==> src/rtl/mips_pkg.sv <==
// rtl/mips_pkg.sv - shared widths, types and constants for the MIPS register file
package mips_pkg;

   localparam int DATA_W  = 32;
   localparam int ADDR_W  = 5;
   localparam int DEPTH   = 2 ** ADDR_W;
   localparam int WCNT_W  = 16;

   typedef logic [DATA_W-1:0] word_t;
   typedef logic [ADDR_W-1:0] reg_addr_t;
   typedef logic [WCNT_W-1:0] wcnt_t;

   localparam reg_addr_t ZERO_REG = '0;
   localparam wcnt_t     WCNT_MAX = '1;

endpackage

==> src/rtl/banco_registradores_if.sv <==
// rtl/banco_registradores_if.sv - datapath-side read/write bus of the register file
interface banco_registradores_if;
   import mips_pkg::*;

   logic      we;
   reg_addr_t wa;
   word_t     wd;
   reg_addr_t ra1;
   reg_addr_t ra2;
   word_t     rd1;
   word_t     rd2;
   logic      rv1;
   logic      rv2;
   wcnt_t     wr_count;

   modport master (
      output we, wa, wd, ra1, ra2,
      input  rd1, rd2, rv1, rv2, wr_count
   );

   modport slave (
      input  we, wa, wd, ra1, ra2,
      output rd1, rd2, rv1, rv2, wr_count
   );

endinterface

==> src/rtl/banco_decodificador_escrita.sv <==
// rtl/banco_decodificador_escrita.sv - write-address decoder, one-hot enable with r0 never selected
module banco_decodificador_escrita
   import mips_pkg::*;
(
   input  logic             we,
   input  reg_addr_t        wa,
   output logic [DEPTH-1:0] en
);

   // The zero-register rule lives only here: r0 can never be enabled.
   always_comb begin
      en = '0;
      if (we && (wa != ZERO_REG)) begin
         en[wa] = 1'b1;
      end
      en[0] = 1'b0;
   end

endmodule

==> src/rtl/banco_registradores.sv <==
// rtl/banco_registradores.sv - 32x32 MIPS register file, 2 async read ports, 1 sync write port
// Optional write-to-read forwarding: BANCO_BYPASS_EN
module banco_registradores
   import mips_pkg::*;
(
   input  logic                   ck,
   input  logic                   reset_register,
   banco_registradores_if.slave   bus
);

   word_t            mem [DEPTH];
   logic [DEPTH-1:0] written;
   logic [DEPTH-1:0] wen;
   wcnt_t            wr_count_q;

   banco_decodificador_escrita u_dec (
      .we (bus.we),
      .wa (bus.wa),
      .en (wen)
   );

   always_ff @(posedge ck or negedge reset_register) begin
      if (!reset_register) begin
         for (int i = 0; i < DEPTH; i++) begin
            mem[i] <= '0;
         end
         written    <= '0;
         wr_count_q <= '0;
      end else begin
         for (int i = 0; i < DEPTH; i++) begin
            if (wen[i]) begin
               mem[i]     <= bus.wd;
               written[i] <= 1'b1;
            end
         end
         if ((|wen) && (wr_count_q != WCNT_MAX)) begin
            wr_count_q <= wr_count_q + wcnt_t'(1);
         end
      end
   end

   assign bus.wr_count = wr_count_q;

   // r0 is never written, so its storage stays 0; its valid flag is forced high.
   always_comb begin
      bus.rd1 = mem[bus.ra1];
      bus.rv1 = written[bus.ra1] | (bus.ra1 == ZERO_REG);
      bus.rd2 = mem[bus.ra2];
      bus.rv2 = written[bus.ra2] | (bus.ra2 == ZERO_REG);
`ifdef BANCO_BYPASS_EN
      if (reset_register && wen[bus.ra1]) begin
         bus.rd1 = bus.wd;
         bus.rv1 = 1'b1;
      end
      if (reset_register && wen[bus.ra2]) begin
         bus.rd2 = bus.wd;
         bus.rv2 = 1'b1;
      end
`endif
   end

endmodule

==> src/flat_wrapper.sv <==
// flat-port wrapper written by rule: the top's interface ports become plain ports
module banco_registradores_flat import mips_pkg::*;
  (ck, reset_register, bus_we, bus_wa, bus_wd, bus_ra1, bus_ra2, bus_rd1, bus_rd2, bus_rv1, bus_rv2, bus_wr_count);
  banco_registradores_if bus_i ();
  input  logic ck;
  input  logic reset_register;
  input wire logic [$bits(bus_i.we)-1:0] bus_we;
  input wire logic [$bits(bus_i.wa)-1:0] bus_wa;
  input wire logic [$bits(bus_i.wd)-1:0] bus_wd;
  input wire logic [$bits(bus_i.ra1)-1:0] bus_ra1;
  input wire logic [$bits(bus_i.ra2)-1:0] bus_ra2;
  output wire logic [$bits(bus_i.rd1)-1:0] bus_rd1;
  output wire logic [$bits(bus_i.rd2)-1:0] bus_rd2;
  output wire logic [$bits(bus_i.rv1)-1:0] bus_rv1;
  output wire logic [$bits(bus_i.rv2)-1:0] bus_rv2;
  output wire logic [$bits(bus_i.wr_count)-1:0] bus_wr_count;
  assign bus_i.we = bus_we;
  assign bus_i.wa = bus_wa;
  assign bus_i.wd = bus_wd;
  assign bus_i.ra1 = bus_ra1;
  assign bus_i.ra2 = bus_ra2;
  assign bus_rd1 = bus_i.rd1;
  assign bus_rd2 = bus_i.rd2;
  assign bus_rv1 = bus_i.rv1;
  assign bus_rv2 = bus_i.rv2;
  assign bus_wr_count = bus_i.wr_count;
  banco_registradores u_core (.ck(ck), .reset_register(reset_register), .bus(bus_i));
endmodule
==> config.mk <==
export PLATFORM = sky130hd
export DESIGN_NAME = banco_registradores_flat
export DESIGN_NICKNAME = d
export VERILOG_FILES = /design/src/rtl/mips_pkg.sv /design/src/rtl/banco_registradores_if.sv /design/src/rtl/banco_decodificador_escrita.sv /design/src/rtl/banco_registradores.sv /design/src/flat_wrapper.sv
export SDC_FILE = /design/constraint.sdc
export NUM_CORES = 2
export LEC_CHECK = 0
export CORE_AREA = 3 3 351 353
export CTS_CLUSTER_DIAMETER = 40
export DETAILED_ROUTE_END_ITERATION = 16
export DIE_AREA = 0 0 354 356
export PLACE_DENSITY_LB_ADDON = 0.12
export REMOVE_ABC_BUFFERS = 1
export SYNTH_ARGS = -nofsm -noshare
export SYNTH_HDL_FRONTEND = slang
export SYNTH_SLANG_ARGS = --single-unit
==> constraint.sdc <==
create_clock -name ck -period 3.4 [get_ports ck]
set_clock_uncertainty 0.2 [all_clocks]
set_input_delay 0.68 -clock ck [delete_from_list [all_inputs] [get_ports ck]]
set_output_delay 0.68 -clock ck [all_outputs]
set_load 0.01 [all_outputs]
==> results_dict.tcl <==
set metrics [dict create \
    start_util_pct 44.9 \
    min_period_over_period_pct 101 \
    intPower_mw 31.4 \
    fmaxAchievable_ghz 0.291 \
    start_kind "input port" \
    antenna_left 0 \
    syn_avg_cell_area_um2 14.9 \
    vias 38200 \
    cts_buffer_depth 3 \
    grt_pass1_wl_um 287000 \
    synth_seq_cells 1039 \
    hpwl_um 121000 \
    layout.nets 4189 \
    drc 0 \
    die_w_um 354 \
    timing.final.hold_violations 0 \
    sw_frac_of_total_pct 27.6 \
    cp-end-kind "output pin" \
    drtIter0Drc 3389 \
    netlist_instances 3625 \
    finalSetupViolCount 4 \
    max_stage_delay_ps 500 \
    crit_type "in -> out" \
    ios 132 \
    placed_area_um2 60700 \
    fin_cells 5889 \
    gp_congestion 0.870 \
    status "finished with violations" \
    grt_pass1_vias 40800 \
    wirelength_um 195000 \
    synthArstFlopShare_pct 100 \
    hold_class "in -> async" \
    grt_max_degree 98 \
    cts_buffers 166 \
    firstDrtPassIters 5 \
    crit_required_ps 2520 \
    layout_common_cells "dfrtp_1, mux2_2, mux4_2" \
    crit_fanout 8 \
    fillers 9202 \
    die_h_um 356 \
    p_leak_nw 30.6 \
    maxCapViolations 0 \
    layout_min_cycle_time_ps 3440 \
    cts_sinks 1039 \
    htreeDepth 4 \
    share_comb_of_total_power_pct 20.5 \
    ys_warn_count 0 \
    violations "negative setup slack" \
    cts_root_buf "clkbuf_16" \
    grt_overflow_total 0 \
    cp_slowest_cell "mux4_2" \
    wl_per_cell_um 33.2 \
    worstPathArrival_ps 2560 \
    power_frac_seq_pct 38.5 \
    r2r_slack_ps 1310 \
    port-buffer-count 131 \
    timing.hold.ws_ps 272 \
    synth_edf_count 0 \
    worst_pin_slew_ps 1170 \
    p_clk_share_pct 41.0 \
    coreArea_um2 120000 \
    finalSetupTns_ps -98.3 \
    clkSlewWorstSetupHoldPaths_ps 50 \
    clk_latency_ps 760 \
    synth.distinct_cells 44 \
    layout-drive-gt1-share_pct 63.7 \
    final_common_cell "dfrtp_1" \
    cts_tree "yes" \
    yosysSeqAreaShare_pct 48.2 \
    rsz0062_at_grt "yes" \
    peakVddDrop_mv 0.584 \
    synth_flop_cell "dfrtp_1" \
    slew_headroom_pct 21.8 \
    switching_power_mw 12.0 \
    viasPerCell 6.48 \
    antenna_found_initial 4 \
    crit_path_cell_trace "buf_16, buf_16, buf_4, buf_16, buf_6, buf_4, mux4_2, o22ai_2, nor3_1, buf_4, buf_2" \
    die_area_um2 126000 \
    drv_slew 0 \
    cellPowerDensity_nw_per_um2 612 \
    syn_to_final_growth_pct 31.5 \
    grt_usage_pct 31.2 \
    worst_slack_ps -38.6 \
    rows 127 \
    fin_area_um2 70900 \
    dp_cells 5436 \
    syn_area_um2 53900 \
]
==> synth_stat cells (all sizes together) (2+ instances only) <==
master | number | area [um2]
dfrtp | 1039 | 26000
mux2 | 1033 | 11600
mux4 | 436 | 9820
buf | 200 | 993
o22ai | 191 | 1190
clkbuf | 175 | 657
mux2i | 81 | 811
nor2 | 70 | 263
nand2 | 57 | 214
nor3 | 44 | 220
nor4 | 36 | 225
a221oi | 33 | 289
nand2b | 33 | 206
a22oi | 29 | 218
a211oi | 25 | 188
or2 | 21 | 131
o21ai | 19 | 95.1
a2111oi | 17 | 155
nand3 | 13 | 65.1
nor2b | 12 | 75.1
xor2 | 9 | 78.8
and2 | 6 | 37.5
xnor2 | 6 | 52.6
nor3b | 5 | 37.5
a221o | 4 | 40.0
and3 | 4 | 25.0
o221ai | 4 | 35.0
a21oi | 3 | 15.0
nand4b | 3 | 26.3
a211o | 2 | 17.5
a31oi | 2 | 12.5
and4 | 2 | 17.5
inv | 2 | 7.51
nand4 | 2 | 12.5
or3 | 2 | 12.5
==> critical path, delay by kind of cell <==
family | cells | cell delay (ps)
AOI/OAI and AO/OA | 1 | 180
and+or+nand+nor | 1 | 80
muxes | 1 | 500
buffers and inverters | 8 | 1100
==> metrics by stage <==
stage | util, % | power, mW | setup WS, ps
final | 59.0 | 43.4 | -38.6
after CTS | 58.7 | 43.4 | -159
after global routing | 59.0 | 45.0 | -78.0
after detailed placement | 50.5 | 24.8 | -1170
after global placement | 50.5 | 24.2 | -1160
after floorplan | - | 21.2 | -4.33
==> cell type report <==
type | instances | area (um2) | area share [%]
diodes | 2 | 5.00 | 0.00706
clock buffers | 199 | 4540 | 6.41
clock inverters | 106 | 1320 | 1.87
inverters | 3 | 11.3 | 0.0159
multi-input cells | 2208 | 28300 | 40.0
flip-flops and latches | 1039 | 26000 | 36.7
well taps | 1612 | 2020 | 2.84
repair buffers | 720 | 8660 | 12.2
==> what timing repair did <==
| action | in CTS | in global routing |
|---|---|---|
| gates cloned | 30 | 0 |
| pin swaps | 87 | 50 |
| hold endpoints to repair | 43 | 0 |
| resized for setup | 654 | 118 |
| hold buffers | 1 | 0 |
| buffers inserted | 118 | 17 |
| endpoints found under the setup margin | 66 | 50 |
==> state kept, by name, summed over array words and instances (netlist names) <==
| name | flops |
|---|---|
| u_core.bus.wr_count | 16 |
| u_core.mem | 992 |
| u_core.written | 31 |
==> logic make-up after synthesis <==
kind of cell,share of synthesized area [%]
muxes,41.3
adders and majority gates,0.0232
buffers and inverters,3.08
AOI/OAI and AO/OA,4.22
and+or+nand+nor,2.92
xor gates and xnor gates,0.244
DFF,48.2
==> power groups by stage <==
stage,registers [mW],clock network (mW),logic (mW)
after floorplan,16.1,0,5.04
after global placement,16.5,0,7.75
after detailed placement,16.8,0,7.96
after CTS,16.6,18.0,8.78
after global routing,17.0,18.6,9.41
final,16.7,17.8,8.88
==> layer usage <==
layer / part of all wire (%) / global-route usage [%] / vias up
met2: 47 / 49.5 / 1739
met4: 4.4 / 13.2 / 4
met3: 7.8 / 7.24 / 511
met5: 0.014 / 0 / -
li1: - / - / 15200
met1: 41 / 41.4 / 20700
==> final timing paths <==
path / from / to / cells after the start
max: bus_ra1[0] / bus_rd1[28] / 11
min: reset_register / u_core.bus.wr_count[7]$_DFFE_PN0P_ / 2
max reg2reg: u_core.bus.wr_count[7]$_DFFE_PN0P_ / u_core.bus.wr_count[14]$_DFFE_PN0P_ / 5
min reg2reg: u_core.written[21]$_DFFE_PN0P_ / u_core.written[21]$_DFFE_PN0P_ / 1
max in group asynchronous: reset_register / u_core.mem[228]$_DFFE_PN0P_ / 3
min in group ck: u_core.written[21]$_DFFE_PN0P_ / u_core.written[21]$_DFFE_PN0P_ / 1
No activity file was read; power rests on OpenSTA's default activity.
